==> src/rtl/park_pkg.sv <==
// ============================================================================
//  Module      : park_pkg
//  Description : Shared definitions for the parking system (entry allocator
//                and exit controller): default sizes, FSM encoding and the
//                free-slot popcount helper.
//  Revision    : 1.0 - initial release
// ============================================================================
`default_nettype none

package park_pkg;

    localparam int SLOTS  = 8;
    localparam int SLOT_W = 3;
    localparam int TIME_W = 8;

    typedef enum logic [1:0] {
        S_IDLE  = 2'd0,
        S_CHECK = 2'd1,
        S_OPEN  = 2'd2
    } park_state_t;

    // Number of free (zero) bits in an occupancy bitmap.
    function automatic logic [SLOT_W:0] free_slots(input logic [SLOTS-1:0] map);
        logic [SLOT_W:0] n;
        n = '0;
        for (int i = 0; i < SLOTS; i++) begin
            n = n + (SLOT_W+1)'(~map[i]);
        end
        return n;
    endfunction

endpackage

`default_nettype wire

==> src/rtl/exit_park_gate_timer.sv <==
// ============================================================================
//  Module      : gate_timer
//  Description : Exit gate timer. A load arms a down-counter; the gate output
//                is registered so it rises one edge after the load and stays
//                high for exactly GATE_CYCLES cycles. o_done flags the last
//                counting cycle so the controller can return to IDLE.
//  Revision    : 1.0 - initial release
// ============================================================================
`default_nettype none

module gate_timer
    import park_pkg::*;
#(
    parameter int GATE_CYCLES = 4
)(
    input  logic clk,
    input  logic rst,
    input  logic i_load,
    output logic o_gate_open,
    output logic o_done
);

    localparam int CNT_W = $clog2(GATE_CYCLES + 1);

    logic [CNT_W-1:0] r_cnt;
    logic             r_gate;

    // Down-counter plus registered gate drive (gate high while count was non-zero)
    always_ff @(posedge clk or posedge rst) begin
        if (rst) begin
            r_cnt  <= '0;
            r_gate <= 1'b0;
        end else begin
            r_gate <= (r_cnt != '0);
            if (i_load) begin
                r_cnt <= CNT_W'(GATE_CYCLES);
            end else if (r_cnt != '0) begin
                r_cnt <= r_cnt - 1'b1;
            end
        end
    end

    assign o_gate_open = r_gate;
    assign o_done      = (r_cnt == CNT_W'(1));

endmodule

`default_nettype wire

==> src/rtl/exit_park.sv <==
// ============================================================================
//  Module      : exit_park
//  Description : Exit-side parking controller. Owns the occupancy bitmap
//                (set by the entry side, cleared here), validates exit
//                requests, frees the slot and sequences the exit gate.
//                Optional feature macro: EXIT_FEE_EN (per-slot dwell counters
//                and the o_exit_fee output).
//  Revision    : 1.0 - initial release
// ============================================================================
`default_nettype none

module exit_park
    import park_pkg::*;
#(
    parameter int SLOTS       = park_pkg::SLOTS,
    parameter int SLOT_W      = park_pkg::SLOT_W,
    parameter int GATE_CYCLES = 4
`ifdef EXIT_FEE_EN
    ,
    parameter int TIME_W      = park_pkg::TIME_W
`endif
)(
    input  logic              clk,
    input  logic              rst,
    input  logic              i_exit,
    input  logic [SLOT_W-1:0] i_park_number,
    input  logic              i_occupy_valid,
    input  logic [SLOT_W-1:0] i_occupy_slot,
    output logic [SLOTS-1:0]  o_parking_capacity,
    output logic [SLOT_W:0]   o_free_count,
    output logic              o_busy,
    output logic              o_exit_ack,
    output logic              o_exit_err,
    output logic              o_gate_open
`ifdef EXIT_FEE_EN
    ,
    output logic [TIME_W-1:0] o_exit_fee
`endif
);

    localparam logic [SLOT_W:0] c_slots = (SLOT_W+1)'(SLOTS);

    park_state_t       r_state;
    park_state_t       w_next;
    logic [SLOT_W-1:0] r_slot;
    logic [SLOTS-1:0]  r_cap;
    logic [SLOTS-1:0]  w_cap_next;
    logic              r_ack;
    logic              r_err;
    logic              w_accept;
    logic              w_reject;
    logic              w_gate_done;
    logic              w_slot_occ;
    logic              w_occ_ok;

    // An index beyond SLOTS never names an occupied slot, so exit rejects it
    // and occupy ignores it.
    assign w_slot_occ = ({1'b0, r_slot} < c_slots) ? r_cap[r_slot] : 1'b0;
    assign w_occ_ok   = i_occupy_valid && ({1'b0, i_occupy_slot} < c_slots)
                        && !r_cap[i_occupy_slot];

    // FSM state register
    always_ff @(posedge clk or posedge rst) begin
        if (rst) begin
            r_state <= S_IDLE;
        end else begin
            r_state <= w_next;
        end
    end

    // FSM next state and accept/reject decision
    always_comb begin
        w_next   = r_state;
        w_accept = 1'b0;
        w_reject = 1'b0;
        case (r_state)
            S_IDLE: begin
                if (i_exit) begin
                    w_next = S_CHECK;
                end
            end
            S_CHECK: begin
                if (w_slot_occ) begin
                    w_accept = 1'b1;
                    w_next   = S_OPEN;
                end else begin
                    w_reject = 1'b1;
                    w_next   = S_IDLE;
                end
            end
            S_OPEN: begin
                if (w_gate_done) begin
                    w_next = S_IDLE;
                end
            end
            default: w_next = S_IDLE;
        endcase
    end

    // Slot latch: captures the request only when it is accepted in IDLE
    always_ff @(posedge clk or posedge rst) begin
        if (rst) begin
            r_slot <= '0;
        end else if ((r_state == S_IDLE) && i_exit) begin
            r_slot <= i_park_number;
        end
    end

    // Bitmap update: occupy sets only a free bit, so on a same-slot
    // collision the clear is the only effect and the bit ends at 0
    always_comb begin
        w_cap_next = r_cap;
        if (w_occ_ok) begin
            w_cap_next[i_occupy_slot] = 1'b1;
        end
        if (w_accept) begin
            w_cap_next[r_slot] = 1'b0;
        end
    end

    // Bitmap and one-cycle result pulses
    always_ff @(posedge clk or posedge rst) begin
        if (rst) begin
            r_cap <= '0;
            r_ack <= 1'b0;
            r_err <= 1'b0;
        end else begin
            r_cap <= w_cap_next;
            r_ack <= w_accept;
            r_err <= w_reject;
        end
    end

    gate_timer #(
        .GATE_CYCLES (GATE_CYCLES)
    ) u_gate_timer (
        .clk         (clk),
        .rst         (rst),
        .i_load      (w_accept),
        .o_gate_open (o_gate_open),
        .o_done      (w_gate_done)
    );

`ifdef EXIT_FEE_EN
    logic [TIME_W-1:0] r_dwell [SLOTS];
    logic [TIME_W-1:0] r_fee;
    logic [TIME_W-1:0] w_dwell_sel;
    logic [TIME_W-1:0] w_fee_val;

    // Fee includes the cycle ending at the accept edge, so it equals the
    // number of edges from the occupy edge to the CHECK edge.
    assign w_dwell_sel = r_dwell[r_slot];
    assign w_fee_val   = (w_dwell_sel == '1) ? w_dwell_sel : w_dwell_sel + 1'b1;

    // Per-slot saturating dwell counters, restarted when the slot is taken
    always_ff @(posedge clk or posedge rst) begin
        if (rst) begin
            for (int i = 0; i < SLOTS; i++) begin
                r_dwell[i] <= '0;
            end
        end else begin
            for (int i = 0; i < SLOTS; i++) begin
                if (w_occ_ok && (i_occupy_slot == SLOT_W'(i))) begin
                    r_dwell[i] <= '0;
                end else if (r_cap[i] && (r_dwell[i] != '1)) begin
                    r_dwell[i] <= r_dwell[i] + 1'b1;
                end
            end
        end
    end

    // Fee register, held until the next accepted exit
    always_ff @(posedge clk or posedge rst) begin
        if (rst) begin
            r_fee <= '0;
        end else if (w_accept) begin
            r_fee <= w_fee_val;
        end
    end

    assign o_exit_fee = r_fee;
`endif

    assign o_parking_capacity = r_cap;
    assign o_free_count       = free_slots(r_cap);
    assign o_busy             = (r_state != S_IDLE);
    assign o_exit_ack         = r_ack;
    assign o_exit_err         = r_err;

endmodule

`default_nettype wire

==> config.mk <==
export PLATFORM = sky130hd
export DESIGN_NAME = exit_park
export DESIGN_NICKNAME = d
export VERILOG_FILES = /design/src/rtl/park_pkg.sv /design/src/rtl/exit_park_gate_timer.sv /design/src/rtl/exit_park.sv
export SDC_FILE = /design/constraint.sdc
export NUM_CORES = 1
export LEC_CHECK = 0
export ABC_AREA = 1
export ABC_CLOCK_PERIOD_IN_PS = 8600
export BUFFER_PORTS_ARGS = -buffer_cell sky130_fd_sc_hd__clkbuf_2
export CAP_MARGIN = 5
export CORE_AREA = 5 5 54 56
export DETAILED_ROUTE_END_ITERATION = 16
export DIE_AREA = 0 0 59 61
export HOLD_SLACK_MARGIN = 0.15
export PLACE_DENSITY_LB_ADDON = 0.08
export SYNTH_ARGS = -nofsm -noshare
export SYNTH_HDL_FRONTEND = slang
export SYNTH_HIERARCHICAL = 1
export SYNTH_SLANG_ARGS = --single-unit
==> constraint.sdc <==
create_clock -name clk -period 8.6 [get_ports clk]
set_input_delay 0.43 -clock clk [delete_from_list [all_inputs] [get_ports clk]]
set_output_delay 0.43 -clock clk [all_outputs]
set_load 0.02 [all_outputs]
==> results of run 1 <==
## stage by stage
stage | area [µm²] | instances | hold WS [ps]
2_1_floorplan | 1350 | 181 | 196
3_3_place_gp | 1490 | 234 | 310
3_5_place_dp | 1490 | 234 | 314
4_1_cts | 1530 | 239 | 319
5_1_grt | 1530 | 239 | 328
6_report | 1530 | 239 | 324
## timing repair
item,CTS,global route
endpoints found under the hold margin,4,0
hold buffers,1,0
gates resized for setup,0,0
## final timing paths
check | endpoint | slack (ps) | cells past startpoint
hold / removal | r_slot[0] | 320 | 3
hold reg to reg | o_exit_err | 500 | 1
setup reg to reg | u_gate_timer/r_cnt[1] | 7000 | 11
min in group asynchronous | u_gate_timer/r_cnt[1] | 540 | 3
max in group asynchronous | o_exit_ack | 7510 | 3
setup / recovery | o_free_count[2] | 4920 | 9
## worst reg2reg max path, cell delays in order (launching register included)
cell and delay [ps]:
dfrtp_1 560, inv_4 110, nand2_1 80, nand3_1 70, nand2_1 100, inv_2 40, nand2_4 110, nand2_1 80
inv_1 120, inv_1 90, nand3_1 90, nand2_1 50
## cell type report
type,instances,area [µm²],share of cell area [%]
clock buffer,4,26.3,1.72
inverter,44,185,12.1
multi-input combinational,116,671,43.8
sequential,19,475,31.1
tap,30,37.5,2.45
timing repair buffer,26,135,8.83
## state kept, by name, indices dropped and copies added, names as in the netlist
name                      cells
o_parking_capacity            8
r_slot                        3
u_gate_timer/r_cnt            3
r_state                       2
o_exit_ack                    1
o_exit_err                    1
u_gate_timer/o_gate_open      1
## cells in the final DEF, fill, tap and decap left out, drive strengths merged
cell type / netlist / routed
clkbuf: 0 / 29
clkinv: 2 / 2
dfrtp: 19 / 19
dlygate4sd3: 0 / 1
fa: 4 / 4
ha: 6 / 6
inv: 42 / 42
nand2: 48 / 48
nand3: 18 / 18
nand4: 13 / 13
nor2: 18 / 18
nor3: 4 / 4
o21ai: 4 / 4
xnor2: 1 / 1
## kinds of logic after synthesis
kind of cell | count (synthesis) | synth area share [%]
simple gates | 101 | 36.1
fa+ha+maj | 10 | 11.5
flops | 19 | 35.2
compound gates | 4 | 1.48
buf+inv | 46 | 15.1
xor+xnor | 1 | 0.649
## layer usage
metal	track usage [%]	up-vias	part of all wire (%)
met4	10.0	0	2.6
met5	0	-	0
met2	33.4	20	52
li1	-	617	-
met1	18.7	573	42
met3	2.13	7	3.9
==> flow_metrics.tcl, run 1 <==
set metrics [dict create \
    core_area_mm2 0.00239 \
    synth_area_leader_cell "dfrtp_1" \
    track_usage_pct 17.6 \
    setup_viol 0 \
    cts.sinks 19 \
    crit_family "adder cells" \
    min-delay-start "i_park_number[0]" \
    holdCritPathClass "in2reg" \
    die_height_um 61 \
    n_antenna_cell 0 \
    fin_nets 230 \
    grt_max_degree 16 \
    dr.pass1.iters 4 \
    yosysSeqAreaShare_pct 35.2 \
    dieWidth_um 59 \
    finalSetupTns_ps 0 \
    cts_tree "done" \
    place_congestion 0.848 \
    worst-endpoint-arrival_ps 3250 \
    post-cts-setup-buffer-count 0 \
    yosysWarnings 6 \
    fin_crit_ps 3680 \
    n_fill_cell 251 \
    ant_nets 0 \
    crit_type "reg2out" \
    path_max_fanout 3 \
    antenna_found_initial 0 \
    drv_slew 0 \
    final_hold_viol_count 0 \
    worst_setup_path_start_kind "flop" \
    synth.avg_cell_area_um2 7.46 \
    path_buf_inv 3 \
    wire_per_inst_um 11.8 \
    synth_top_area_share_pct 35.2 \
    start_util_pct 56.6 \
    clockBufferDepth 2 \
    via_per_inst 5.09 \
    drive_above_1_share_pct 25.8 \
    crit_path_end_kind "primary output" \
    worstPathRequired_ps 8170 \
    totalWireLength_um 2820 \
    max_freq_mhz 271 \
    cts.htree.levels 1 \
    worstMarginPinSlew_ps 579 \
    grt_overflow 0 \
    r2r-start "r_slot[0]" \
    die_area_mm2 0.00360 \
    netlist_area_mm2 0.00135 \
    place_hpwl_um 2270 \
    dp_slack_ps 5250 \
    synth_cell_types 23 \
    first_global_vias 1171 \
    num_vias 1217 \
    synthTopCellsByCount "nand2_1 (43), inv_1 (29), dfrtp_1 (19), nand3_1 (16), nor2_1 (14)" \
    rsz0062_at_grt "no" \
    ys_seq_elements 19 \
    synthesis.nets 201 \
    fin_util_pct 64.1 \
    grt_pass1_wl_um 4760 \
    drc 0 \
    fin_crit_sh_pct 42.8 \
    max_slew_margin_pct 61.4 \
    syn2layout_area_growth_pct 13.3 \
    status "completed" \
    async_flop_share_pct 100 \
    clk_latency_ps 300 \
    critPathLaunch "o_parking_capacity[1]" \
    ys_top_cells_by_area "dfrtp_1 (35%), nand2_1 (12%), inv_1 (8.1%), nand4_1 (6.0%), fa_1 (5.9%)" \
    root_buffer "clkbuf_4" \
    maxCapViolations 0 \
    first_iter_violations 33 \
    clock_skew_ps 7.43 \
    critPathMaxStageDelay_ps 520 \
    worst_path_most_repeated_cell "fa_1" \
    yosysMostFrequentCell "nand2_1" \
    cts_inserted_buffers 3 \
    ios 26 \
    setup_ws_ps 4920 \
    cp_cell_sequence "inv_1 > fa_1 > fa_1 > fa_1 > ha_1 > inv_1 > fa_1 > xnor2_1 > clkbuf_2" \
    port_buffers 25 \
    critPathSlowestCell "fa_1" \
    synthFlopType "dfrtp_1" \
    path_clk_slew_ps 110 \
    synth_edf_count 0 \
    row_count 18 \
    synth_cells 181 \
]
Power of run 1 is not shown: default switching activity piles up to over one toggle a cycle in this logic, so the estimate is an artifact.
==> run 2, diff against run 1 <==
--- a/config.mk
+++ b/config.mk
@@ -6,12 +6,12 @@
 export NUM_CORES = 1
 export LEC_CHECK = 0
 export ABC_AREA = 1
-export ABC_CLOCK_PERIOD_IN_PS = 8600
+export ABC_CLOCK_PERIOD_IN_PS = 3300
 export BUFFER_PORTS_ARGS = -buffer_cell sky130_fd_sc_hd__clkbuf_2
 export CAP_MARGIN = 5
-export CORE_AREA = 5 5 54 56
+export CORE_AREA = 5 5 59 61
 export DETAILED_ROUTE_END_ITERATION = 16
-export DIE_AREA = 0 0 59 61
+export DIE_AREA = 0 0 64 66
 export HOLD_SLACK_MARGIN = 0.15
 export PLACE_DENSITY_LB_ADDON = 0.08
 export SYNTH_ARGS = -nofsm -noshare
==> constraint.sdc (replaced) <==
create_clock -name clk -period 3.3 [get_ports clk]
set_input_delay 0.165 -clock clk [delete_from_list [all_inputs] [get_ports clk]]
set_output_delay 0.165 -clock clk [all_outputs]
set_load 0.02 [all_outputs]
==> run 2 against run 1 <==
Effect of this change:
- sequential share of layout area is 1.8 points lower
- critical endpoint is now o_free_count[1]
- worst setup slack worse by 4900 ps
- the run now ends with negative setup slack left
- final cell count is 4.2% higher
- clock-buffer cell count is 1 lower
- first-iteration DRC count grew to 2.5 times the previous value
- worst hold slack worse by 36 ps
- flip-flop and latch count stayed put
- via count is 0.99% lower
- utilization is 8.7 points lower
- critical path depth stayed put
- clock skew is 3.3 ps lower
- cell area is 6.1% higher
==> flow_metrics.tcl, run 2 (synthesized netlist as in run 1, its figures left out) <==
set metrics [dict create \
    dr.pass1.iters 4 \
    worst-endpoint-arrival_ps 3150 \
    worst_setup_path_start_kind "flop" \
    layout_commonest_cell "nand2_1" \
    die_height_um 66 \
    drive_above_1_share_pct 29.2 \
    grt_pass1_wl_um 5160 \
    layout_common_cells "nand2_1 (43), inv_1 (27), clkbuf_2 (23)" \
    row_count 20 \
    crit_path_end_kind "primary output" \
    track_usage_pct 15.3 \
    start_util_pct 46.1 \
    drv_slew 0 \
    fin_util_pct 55.4 \
    root_buffer "clkbuf_4" \
    timing.hold.ws_ps 288 \
    clk_latency_ps 290 \
    place_congestion 0.859 \
    instances_no_fill 249 \
    cts_tree "done" \
    max_freq_mhz 301 \
    clock_skew_ps 4.18 \
    path_max_fanout 2 \
    maxCapViolations 0 \
    multi_input_area_um2 683 \
    n_antenna_cell 0 \
    regArea_um2 475 \
    dp_slack_ps 183 \
    holdCritPathClass "in2async" \
    fin_nets 237 \
    syn2layout_area_growth_pct 20.2 \
    num_vias 1205 \
    via_per_inst 4.84 \
    clockBufferDepth 2 \
    rsz0062_at_grt "yes" \
    grt_max_degree 16 \
    rr_endpoint "u_gate_timer/r_cnt[0]" \
    grt_overflow 0 \
    setup_viol 1 \
    core_area_mm2 0.00293 \
    totalWireLength_um 2870 \
    reg2reg_slack_ps 1720 \
    ant_nets 0 \
    ios 26 \
    max_slew_margin_pct 60.8 \
    n_fill_cell 286 \
    r2r-start "r_slot[0]" \
    antenna_found_initial 0 \
    drc 0 \
    fin_crit_ps 3320 \
    cts.htree.levels 1 \
    wire_per_inst_um 11.5 \
    port_buffers 25 \
    cts_inserted_buffers 3 \
    fin_crit_sh_pct 101 \
    dp_cells 237 \
    first_global_vias 1199 \
    cts.sinks 19 \
    worstMarginPinSlew_ps 588 \
    first_iter_violations 84 \
    largest_reg_flops 8 \
    path_clk_slew_ps 110 \
    die_area_mm2 0.00422 \
    place_hpwl_um 2290 \
    dieWidth_um 64 \
    setup_ws_ps -19.7 \
    final_hold_viol_count 0 \
    violations "negative setup slack" \
    worstPathRequired_ps 3130 \
    worst_r2r_path_depth 11 \
    status "complete, but fails checks" \
    crit_type "reg2out" \
]
[run 2: changes by cell type in the layout (fill, tap and decap cells not counted), sizes merged]
cell | previous run | this run
dlygate4sd3 | 1 | 5
clkinv | 2 | 3
clkbuf | 29 | 26
buf | 0 | 5
[run 2: stage by stage]
stage	setup TNS, ps	cell area, µm²
3_3_place_gp	0	1500
5_1_grt	-245	1620
4_1_cts	-91.5	1610
2_1_floorplan	0	1350
3_5_place_dp	0	1500
6_report	-19.7	1620
[run 2: worst max-delay path: stages (launching register included)]
cell,delay [ps]
dfrtp_1,380
inv_2,50
fa_1,560
fa_1,440
fa_1,520
ha_2,190
inv_2,40
fa_2,530
inv_2,40
buf_8,120
[run 2: per-layer routing]
metal	vias up	track usage (%)	routed length [µm]
li1	629	-	-
met1	538	19.1	1270
met2	32	25.5	1410
met3	6	2.55	141
met4	0	7.01	55
met5	-	0	0
[run 2: repair_timing]
| action | in CTS | in global routing |
|---|---|---|
| buffers inserted | 2 | 1 |
| pin swaps | 3 | 0 |
| hold endpoints to repair | 23 | 0 |
| endpoints found under the setup margin | 2 | 2 |
| resized for setup | 7 | 3 |
| hold buffers | 5 | 0 |
[run 2: how the worst max path moves through the flow]
stage,start,endpoint,slack [ps],cells past startpoint
2_1_floorplan,o_parking_capacity[1],o_free_count[2],120,8
4_1_cts,o_parking_capacity[0],o_free_count[1],-60,9
6_report,o_parking_capacity[0],o_free_count[1],-20,9
3_5_place_dp,o_parking_capacity[1],o_free_count[2],180,9
5_1_grt,o_parking_capacity[0],o_free_count[1],-130,9
3_3_place_gp,o_parking_capacity[1],o_free_count[2],280,9
[run 2: final cells by class]
| cell class | instances | share of cell area (%) |
|---|---|---|
| clock buffer | 3 | 1.39 |
| clock inverter | 1 | 0.308 |
| inverter | 44 | 11.4 |
| multi-input combinational | 116 | 42.1 |
| sequential | 19 | 29.3 |
| tap | 33 | 2.54 |
| timing repair buffer | 33 | 13.0 |
Power of run 2 is left out for the same reason.
